File: src/rtl/b_tile_feeder.sv
// Stores a DIM x DIM signed B tile row by row, then streams it into the memB skew buffer followed by 2*DIM-1 zero rows.
// Outputs are registered; the first row appears the cycle after start is sampled; en_out stays high for 3*DIM-1 cycles.
module b_tile_feeder #(
  parameter int BITS_AB = 8,
  parameter int DIM     = 8,
  parameter int ROW_W   = (DIM > 1) ? $clog2(DIM) : 1
) (
  input  logic                      clk,
  input  logic                      rst_n,
  input  logic                      wr_en,
  input  logic [ROW_W-1:0]          wr_row,
  input  logic signed [BITS_AB-1:0] wr_data [DIM-1:0],
  input  logic                      start,
  input  logic                      abort,
  output logic                      busy,
  output logic                      done,
  output logic [DIM-1:0]            loaded,
  output logic                      en_out,
  output logic signed [BITS_AB-1:0] Bout [DIM-1:0]
);

  localparam int FL_W = (2 * DIM - 1 > 1) ? $clog2(2 * DIM - 1) : 1;
  localparam logic [ROW_W-1:0] LAST_ROW = ROW_W'(DIM - 1);
  localparam logic [FL_W-1:0]  LAST_FL  = FL_W'(2 * DIM - 2);
  localparam logic [ROW_W:0]   DIM_L    = (ROW_W + 1)'(DIM);

  typedef enum logic [1:0] {S_IDLE, S_FEED, S_FLUSH, S_DONE} state_t;

  state_t                    r_state;
  logic [ROW_W-1:0]          r_row;
  logic [FL_W-1:0]           r_fl;
  logic signed [BITS_AB-1:0] r_tile [DIM-1:0][DIM-1:0];
  logic [DIM-1:0]            r_loaded;
  logic                      r_busy;
  logic                      r_done;
  logic                      r_en;
  logic signed [BITS_AB-1:0] r_bout [DIM-1:0];

  logic                      w_row_ok;
  logic [ROW_W-1:0]          w_next_row;

  // Rows beyond DIM only exist when DIM is not a power of two.
  assign w_row_ok   = ({1'b0, wr_row} < DIM_L);
  assign w_next_row = r_row + 1'b1;

  always_ff @(posedge clk or negedge rst_n) begin
    if (!rst_n) begin
      r_state  <= S_IDLE;
      r_row    <= '0;
      r_fl     <= '0;
      r_loaded <= '0;
      r_busy   <= 1'b0;
      r_done   <= 1'b0;
      r_en     <= 1'b0;
      for (int r = 0; r < DIM; r++) begin
        r_bout[r] <= '0;
        for (int c = 0; c < DIM; c++) r_tile[r][c] <= '0;
      end
    end else begin
      r_done <= 1'b0;
      case (r_state)
        S_IDLE: begin
          if (wr_en) begin
            if (w_row_ok) begin
              r_tile[wr_row]   <= wr_data;
              r_loaded[wr_row] <= 1'b1;
            end
          end else if (start && !abort) begin
            r_state <= S_FEED;
            r_row   <= '0;
            r_bout  <= r_tile[0];
            r_en    <= 1'b1;
            r_busy  <= 1'b1;
          end
        end
        S_FEED, S_FLUSH: begin
          if (abort) begin
            r_state <= S_IDLE;
            r_en    <= 1'b0;
            r_busy  <= 1'b0;
            for (int i = 0; i < DIM; i++) r_bout[i] <= '0;
          end else if (r_state == S_FEED) begin
            if (r_row == LAST_ROW) begin
              r_state <= S_FLUSH;
              r_fl    <= '0;
              for (int i = 0; i < DIM; i++) r_bout[i] <= '0;
            end else begin
              r_row  <= w_next_row;
              r_bout <= r_tile[w_next_row];
            end
          end else if (r_fl == LAST_FL) begin
            // Last zero row is on the bus; the next cycle is the done pulse.
            r_state  <= S_DONE;
            r_en     <= 1'b0;
            r_busy   <= 1'b0;
            r_done   <= 1'b1;
            r_loaded <= '0;
          end else begin
            r_fl <= r_fl + 1'b1;
          end
        end
        S_DONE:  r_state <= S_IDLE;
        default: r_state <= S_IDLE;
      endcase
    end
  end

  assign busy   = r_busy;
  assign done   = r_done;
  assign loaded = r_loaded;
  assign en_out = r_en;
  assign Bout   = r_bout;

endmodule

File: config.mk
export PLATFORM = sky130hd
export DESIGN_NAME = b_tile_feeder
export DESIGN_NICKNAME = d
export VERILOG_FILES = /design/src/rtl/b_tile_feeder.sv
export SDC_FILE = /design/constraint.sdc
export NUM_CORES = 1
export LEC_CHECK = 0
export BUFFER_PORTS_ARGS = -buffer_cell sky130_fd_sc_hd__buf_2
export CAP_MARGIN = 20
export CORE_UTILIZATION = 40
export CTS_BUF_LIST = sky130_fd_sc_hd__clkbuf_4 sky130_fd_sc_hd__clkbuf_8
export DETAILED_ROUTE_END_ITERATION = 8
export MAX_ROUTING_LAYER = met4
export SYNTH_ARGS = -nofsm -noshare
export SYNTH_HDL_FRONTEND = slang
export SYNTH_SLANG_ARGS = --single-unit
File: constraint.sdc
create_clock -name clk -period 4.5 [get_ports clk]
set_input_delay 0.9 -clock clk [delete_from_list [all_inputs] [get_ports clk]]
set_output_delay 0.9 -clock clk [all_outputs]
set_load 0.02 [all_outputs]
Word-level counts from Yosys, hierarchy flattened

Index checks and enable logic that the tools add are counted.

Bits in writable memories: 0
Register bits: 595
Logic and storage cells: 162
Latch bits: 0
Input bits: 72
Memories: 0
ROM bits: 0
Output and inout port bits: 75

Divide/modulo/power cells: 0
Equal/unequal tests: 20
Bitwise logic cells: 2
Add/sub/neg operators: 2
Mux-type cells: 44
$lt $le $gt $ge: 3
Multiply operators: 0
Shifts and indexed selects: 0
Reductions and logical operators: 13

Operator list:

| kind                | number |
|---|---|
| $bwmux 512          | 1 |
| $mux 64             | 7 |
| $bmux 64 s3         | 1 |
| $demux 64 s3        | 1 |
| $pmux 64 s2         | 1 |
| $mux 8              | 4 |
| $ne 2x2->1 const B  | 9 |
| $pmux 8 s2          | 1 |
| $mux 3              | 5 |
| $mux 2              | 6 |
| $mux 4              | 3 |
| $reduce_and 4->1    | 3 |
| $mux 1              | 10 |
| $reduce_and 5->1    | 2 |
| $ne 3x3->1 const B  | 3 |
| $lt 3x4->1 const B  | 2 |
| $ne 4x4->1 const B  | 2 |
| $or 8x8->8          | 1 |
| $pmux 2 s3          | 1 |
| $pmux 3 s2          | 1 |
| $reduce_and 6->1    | 1 |
| $add 4x1->4 const B | 1 |
| $eq 2x2->1 const B  | 2 |
| $eq 4x4->1 const B  | 1 |
| other kinds (14)    | 15 |

Logic depth before layout (Yosys ltp)

Gate-level depths: netlist of run 1.

Depth after elaboration: 7
Depth in mapped cells: 8
Mapped depth without buffers: 6

Worst setup path after synthesis of run 1

No wires, ideal clock.

Path type: in2reg
Start point: input wr_en
End point: register r_bout, in the netlist Bout[0]
Stages: 6
Data arrival time: 2408 ps
Library setup time: 89 ps
Required time: 4411 ps
Path slack: 2002 ps
Buffers on the path: 2
Cells stage by stage: or3b_1 a211o_1 or3_1 buf_2 buf_6 o221ai_2

Cells in the longest elaborated chain, start to end: 2

Ends and longest elaborated chain:

| item                       | line | source |
|---|---|---|
| start: declaration         | 10   | `input logic wr_en,` |
| $ne 2x2->1 (no line)       | --   |  |
| $reduce_and 4->1 (no line) | --   |  |
| end signal: assignment     | 71   | `r_bout <= r_tile[0];` |
| end signal: assignment     | 89   | `r_bout <= r_tile[w_next_row];` |
| end: declaration           | 37   | `logic signed [BITS_AB-1:0] r_bout [DIM-1:0];` |

No other way between the ends.
A chain may end at the register's enable or synchronous reset.

Worst setup path in the final report of run 1

Start point: register r_state[0]
End point: register r_bout, in the netlist Bout[39]

Cells in the longest elaborated chain, start to end: 4
Elaborated cells on any way between the ends: 10
Classes of those cells: eq/ne: 5; mux: 1; reduce/logical: 4

Ends and longest elaborated chain:

| item                                                             | line   | source |
|---|---|---|
| start: declaration                                               | 29     | `state_t r_state;` |
| start signal: assignment                                         | 48     | `r_state <= S_IDLE;` |
| start signal: assignment                                         | 69     | `r_state <= S_FEED;` |
| start signal: assignment                                         | 78     | `r_state <= S_IDLE;` |
| $eq 2x1->1 / $eq 2x2->1 (equally long branches)                  | 61, 82 |  |
| $reduce_or 2->1                                                  | 61     | `case (r_state)` |
| $ne 3x3->1 (no line) / $reduce_bool 2->1 (equally long branches) | --     |  |
| $reduce_and 4->1 (no line)                                       | --     |  |

Parallel ways exist; a longest one is shown, timed or not.

==> results of run 1 <==
-- flip-flops by register name, summed over array words and instances, names as in the netlist --
name	cells
r_tile	512
Bout	64
r_state	2
r_fl	4
en_out	1
r_row	3
loaded	8
done	1
-- how the worst max path moves through the flow --
stage / startpoint / endpoint / slack (ns) / cells after the start
finish: r_state[0] / Bout[39] / 1.10 / 7
floorplan: wr_en / Bout[0] / 2.00 / 6
global route: r_state[0] / Bout[39] / 0.97 / 7
global placement: abort / Bout[47] / 1.07 / 6
CTS: r_state[0] / Bout[39] / 1.14 / 7
detailed placement: abort / Bout[47] / 1.01 / 6
-- logic make-up (layout without fill, tap and decap cells) --
family          after synthesis  after routing  synth area share (%)
mux                         707            707                  34.6
flops                       595            595                  55.3
simple gates                177            177                  3.33
buf+inv                     126            373                  2.15
compound gates               93             93                  4.20
fa+ha+maj                     9              9                 0.418
other cells                   0             13                     0
-- cell type report --
type                       count  share of cell area, %
sequential                   595                   48.0
clock inverter                13                  0.383
antenna                       13                  0.105
tap                          864                   3.48
inverter                       8                 0.0967
clock buffer                 165                   6.61
multi-input combinational    986                   37.2
timing repair buffer         187                   4.14
-- worst reg2reg max path, delay by kind of cell (launching register included) --
| family | cells | cell delay [ns] |
|---|---|---|
| flops | 1 | 0.40 |
| fa+ha+maj | 1 | 0.37 |
| buf+inv | 3 | 1.79 |
| compound gates | 2 | 0.37 |
| simple gates | 1 | 0.29 |
-- cell usage in the layout (no fill, tap or decap), types with 2 or more instances in the layout --
cell type,instances
dfrtp_1,594
mux2_2,513
buf_2,145
clkbuf_8,130
mux4_2,128
nand2_1,76
nand2b_1,68
mux2i_1,66
o221ai_2,60
clkbuf_4,35
buf_4,22
buf_12,19
diode_2,13
inv_1,8
o21ai_0,8
a21oi_1,8
nor2_1,7
nor2_4,6
ha_1,6
clkinv_2,5
nor2b_1,4
o221ai_1,4
nand3_1,2
nor3_1,2
nor3_4,2
or3_1,2
o31ai_1,2
o41ai_1,2
ha_4,2
inv_8,2
inv_6,2
clkinvlp_4,2
-- where the power goes --
group / internal, mW / switching, mW / total, mW
Combinational: 4.88 / 4.18 / 9.06
Sequential: 7.97 / 1.41 / 9.39
Clock: 2.93 / 2.20 / 5.13
Total: 15.8 / 7.79 / 23.6
-- layer usage --
metal	share of wire, %	wire length, microns	up-vias
met5	0	0	-
met4	2.3	1510	0
met3	4.1	2680	112
met2	49	32000	280
met1	44	28800	8318
li1	-	-	6770
==> flow_metrics.env, run 1 <==
export IMPL_status="complete, no violations"
export IMPL_grt_max_degree=105
export IMPL_post_cts_buffers=0
export IMPL_ys_ff_latch=595
export IMPL_yosys_area_top_type="dfrtp_1"
export IMPL_total_power_mw=23.6
export IMPL_overflow=0
export IMPL_post_synth_top_count_cell="dfrtp_1"
export IMPL_grt_setup_unrepaired="no"
export IMPL_synth_edf_count=0
export IMPL_wl_per_cell_microns=22.9
export IMPL_final_cell_area_sq_um=31100
export IMPL_drive_gt1_share_pct=55.4
export IMPL_finalSetupTns_ns=0
export IMPL_cts_htree_levels=3
export IMPL_fillCellCount=5836
export IMPL_synth_fp_nets=1788
export IMPL_drt_initial_drc_count=845
export IMPL_cts_root_buf="clkbuf_8"
export IMPL_synth_cell_types=41
export IMPL_p_leak_nw=13.3
export IMPL_ant_nets=0
export IMPL_holdWs_ns=0.251
export IMPL_crit_fanout=66
export IMPL_arrival_ns=3.90
export IMPL_slowest_delay_ns=0.87
export IMPL_finalNetCount=1961
export IMPL_endpoint_kind="register"
export IMPL_yosysTopAreaCellShare_pct=55.3
export IMPL_reg2reg_depth=7
export IMPL_die_w_microns=261
export IMPL_skew_ns=0.0271
export IMPL_crit_top_cell="buf_4"
export IMPL_path_buf_inv=3
export IMPL_syn_avg_cell_area_sq_um=15.8
export IMPL_placed_area_sq_um=28800
export IMPL_powerDensity_nw_per_um2=759
export IMPL_die_height_microns=261
export IMPL_rr_endpoint="Bout[39]"
export IMPL_crit_type="register to register"
export IMPL_place_congestion=0.775
export IMPL_io_pins=147
export IMPL_num_vias=15500
export IMPL_netlist_instances=1707
export IMPL_cts_max_path_buffers=3
export IMPL_min_delay_path_class="primary input to asynchronous set/reset pin"
export IMPL_cts_resized=0
export IMPL_dieArea_sq_um=68400
export IMPL_cts_tree="yes"
export IMPL_synth_area_sq_um=26900
export IMPL_ys_flop_type="dfrtp_1"
export IMPL_cp_top_family="buffers and inverters"
export IMPL_drc=0
export IMPL_cp_required_ns=5.00
export IMPL_cap_violations=0
export IMPL_crit_slowest_cell="buf_4"
export IMPL_start_util_pct=40.7
export IMPL_rows=94
export IMPL_fmax_mhz=294
export IMPL_synthTopCellsByArea="dfrtp_1 55%, mux2_2 21%, mux4_2 11%"
export IMPL_period_share_pct=75.5
export IMPL_grt_pass1_wl_microns=102000
export IMPL_post_place_cells=2640
export IMPL_drt_total_wl_microns=64900
export IMPL_fin_ws_ns=1.10
export IMPL_post_dp_hpwl_microns=37500
export IMPL_yosysWarnings=0
export IMPL_layout_core_utilization_pct=46.9
export IMPL_register_area_sq_um=14900
export IMPL_hold_viol_final=0
export IMPL_multiInputGateArea_sq_um=11600
export IMPL_ctsHoldBuffers=0
export IMPL_firstDrtPassIters=5
export IMPL_maxSlewHeadroom_pct=34.1
export IMPL_r2r_start="r_state[0]"
export IMPL_setup_worst_path_start_class="register"
export IMPL_final_cells=2831
export IMPL_use_met2_pct=32.4
export IMPL_r2r_slack_ns=1.10
export IMPL_worstMarginPinSlew_ns=0.989
export IMPL_numCtsBuffers=102
export IMPL_antenna_found_initial=11
export IMPL_ir_drop_mv=0.504
export IMPL_grt_busiest_layer="met2"
export IMPL_grt_use_met1_pct=26.2
export IMPL_vias_per_cell=5.47
export IMPL_preCtsSetupSlack_ns=1.01
export IMPL_yosysSeqAreaShare_pct=55.3
export IMPL_area_growth_pct=15.3
export IMPL_maxSlewViolCount=0
export IMPL_cts_sinks=595
export IMPL_grtUsageMet3_pct=4.06
export IMPL_clk_pin_slew_ns=0.06
export IMPL_synthTopCellsByCount="595 x dfrtp_1, 513 x mux2_2, 128 x mux4_2"
export IMPL_finalSetupViolations=0
export IMPL_grt_pass1_vias=16700
export IMPL_numPortBuffers=146
export IMPL_insertion_delay_ns=0.69
export IMPL_grt_usage_pct=20.3
export IMPL_async_flop_share_pct=100
export IMPL_fin_crit_ns=3.40
export IMPL_core_area_sq_um=66200
export IMPL_path_cells="inv_1, ha_2, nor3b_1, a211o_4, buf_4, buf_4, o221ai_1"
No activity file was read; power rests on OpenSTA's default activity.
==> run 2, diff against run 1 <==
ABC_AREA = 1   (was default)
clock period = 3.4 ns   (was 4.5 ns; I/O delays follow)
==> flow_metrics.env, run 2 <==
export IMPL_p_leak_nw=16.5
export IMPL_num_vias=24000
export IMPL_worstMarginPinSlew_ns=0.870
export IMPL_synth_edf_count=0
export IMPL_grt_usage_pct=24.1
export IMPL_ys_flop_type="dfrtp_1"
export IMPL_cts_sinks=595
export IMPL_yosysWarnings=0
export IMPL_yosysSeqAreaShare_pct=52.3
export IMPL_insertion_delay_ns=0.72
export IMPL_regMostFlops="r_tile"
export IMPL_core_area_sq_um=70300
export IMPL_min_delay_path_class="primary input to register"
export IMPL_synthTopCellsByCount="1062 x nand2_1, 595 x dfrtp_1, 576 x inv_1"
export IMPL_register_area_sq_um=14900
export IMPL_cap_violations=0
export IMPL_crit_type="register to register"
export IMPL_status="complete, no violations"
export IMPL_synthTopCellsByArea="dfrtp_1 52%, nand2_1 14%, o21ai_0 8.3%"
export IMPL_die_height_microns=269
export IMPL_async_flop_share_pct=100
export IMPL_grt_setup_unrepaired="no"
export IMPL_r2r_start="r_state[0]"
export IMPL_yosysTopAreaCellShare_pct=52.3
export IMPL_path_depth=10
export IMPL_powerDensity_nw_per_um2=1040
export IMPL_maxSlewViolCount=0
export IMPL_fillCellCount=7091
export IMPL_numPortBuffers=146
export IMPL_cp_required_ns=4.00
export IMPL_grt_max_degree=148
export IMPL_rows=97
export IMPL_syn_avg_cell_area_sq_um=7.53
export IMPL_yosys_area_top_type="dfrtp_1"
export IMPL_crit_top_cell="nor2_1"
export IMPL_post_cts_buffers=0
export IMPL_area_growth_pct=13.9
export IMPL_fin_crit_ns=2.75
export IMPL_rr_endpoint="Bout[59]"
export IMPL_hold_viol_final=0
export IMPL_cts_tree="yes"
export IMPL_period_share_pct=80.9
export IMPL_post_dp_hpwl_microns=46100
export IMPL_netlist_instances=3786
export IMPL_slowest_delay_ns=0.51
export IMPL_numCtsBuffers=106
export IMPL_grt_pass1_vias=23300
export IMPL_start_util_pct=40.5
export IMPL_antenna_found_initial=8
export IMPL_maxSlewHeadroom_pct=42.0
export IMPL_holdWs_ns=0.217
export IMPL_drc=0
export IMPL_arrival_ns=3.35
export IMPL_post_synth_top_count_cell="nand2_1"
export IMPL_clk_pin_slew_ns=0.06
export IMPL_drt_total_wl_microns=81900
export IMPL_largest_register_ffs=512
export IMPL_endpoint_kind="register"
export IMPL_dieArea_sq_um=72300
export IMPL_cts_htree_levels=3
export IMPL_path_cells="inv_1, ha_4, nand2_1, nor2_2, nor2_1, nand2_4, clkinv_2, buf_12, nor2_1, a21oi_1"
export IMPL_r2r_slack_ns=0.65
export IMPL_skew_ns=0.0213
export IMPL_setup_worst_path_start_class="register"
export IMPL_ys_ff_latch=595
export IMPL_ir_drop_mv=0.729
export IMPL_cts_max_path_buffers=3
export IMPL_wl_per_cell_microns=16.8
export IMPL_fmax_mhz=364
export IMPL_final_cell_mix="1058 x nand2_1, 594 x dfrtp_1, 575 x inv_1"
export IMPL_layout_commonest_cell="nand2_1"
export IMPL_cp_top_family="buffers and inverters"
export IMPL_synth_cell_types=22
export IMPL_firstDrtPassIters=6
export IMPL_place_congestion=0.797
export IMPL_reg2reg_depth=10
export IMPL_drive_gt1_share_pct=10.5
export IMPL_finalNetCount=3934
export IMPL_cts_root_buf="clkbuf_8"
export IMPL_path_buf_inv=3
export IMPL_synth_fp_nets=3867
export IMPL_grt_pass1_wl_microns=131000
export IMPL_crit_start="r_state[0]"
export IMPL_ant_nets=0
export IMPL_overflow=0
export IMPL_vias_per_cell=4.91
export IMPL_endpoint="Bout[59]"
export IMPL_synth_area_sq_um=28500
export IMPL_crit_slowest_cell="ha_4"
export IMPL_finalSetupTns_ns=0
export IMPL_multiInputGateArea_sq_um=10400
export IMPL_finalSetupViolations=0
export IMPL_die_w_microns=269
export IMPL_crit_fanout=30
export IMPL_io_pins=147
export IMPL_drt_initial_drc_count=1906
==> run 2: worst reg2reg max path, cell delays in order, from the launching register on <==
cell and delay, ns:
dfrtp_1 0.42, inv_1 0.12, ha_4 0.51, nand2_1 0.25
nor2_2 0.19, nor2_1 0.09, nand2_4 0.07, clkinv_2 0.41
buf_12 0.38, nor2_1 0.14, a21oi_1 0.05
==> run 2: repair_timing <==
| action | in CTS | in global routing |
|---|---|---|
| endpoints found under the hold margin | 46 | 0 |
| endpoints found under the setup margin | 0 | 0 |
| hold buffers | 1 | 0 |
| gates resized for setup | 0 | 0 |
==> run 2: routing by layer <==
metal  GRT usage (%)  vias up  wire (microns)
met5               -        -               0
met4            5.97        0            1350
met3            4.14      123            4530
met2            37.2      609           37100
met1            32.8    11400           39000
li1                -    11900               -
==> run 2: area by class of cell <==
| type | count | share of cell area (%) |
|---|---|---|
| Multi-Input combinational cell | 2368 | 32.1 |
| Tap cell | 940 | 3.62 |
| Antenna cell | 9 | 0.0694 |
| Inverter | 581 | 6.76 |
| Sequential cell | 595 | 45.9 |
| Clock buffer | 178 | 6.78 |
| Clock inverter | 14 | 0.270 |
| Timing Repair Buffer | 201 | 4.49 |
==> run 2: worst min-delay path by stage <==
stage	from	endpoint	slack [ns]	cells after the start
4_1_cts	wr_data[61]	r_tile[509]	0.16	3
6_report	wr_data[61]	r_tile[509]	0.22	3
3_5_place_dp	r_tile[401]	r_tile[401]	0.47	2
3_3_place_gp	r_tile[425]	r_tile[425]	0.47	2
2_1_floorplan	rst_n	Bout[0]	0.38	0
5_1_grt	wr_data[23]	r_tile[215]	0.19	3
==> run 2: kinds of logic (layout without fill, tap and decap cells) <==
| group | after synthesis | after routing | share of synthesized area [%] |
|---|---|---|---|
| compound gates | 607 | 607 | 10.7 |
| fa+ha+maj | 9 | 9 | 0.395 |
| buf+inv | 823 | 974 | 11.5 |
| flops | 595 | 595 | 52.3 |
| other cells | 0 | 9 | 0 |
| simple gates | 1752 | 1752 | 25.2 |
==> run 2: through the flow <==
stage                     worst slack [ns]  util [%]  cells  area [sq um]  total power [mW]
after global placement               0.773      42.9   4684         30100              26.5
after detailed placement             0.690      42.9   4684         30100              26.8
after CTS                            0.668      46.2   4877         32400              34.0
after floorplan                       1.61         -   3786         28500              22.4
after global routing                 0.474      46.2   4884         32400              36.8
final                                0.651      46.2   4886         32500              33.8
==> run 2: report_power, final <==
group | internal (mW) | switching (mW)
sequential | 10.7 | 1.81
clock | 4.06 | 3.05
combinational | 4.77 | 9.38
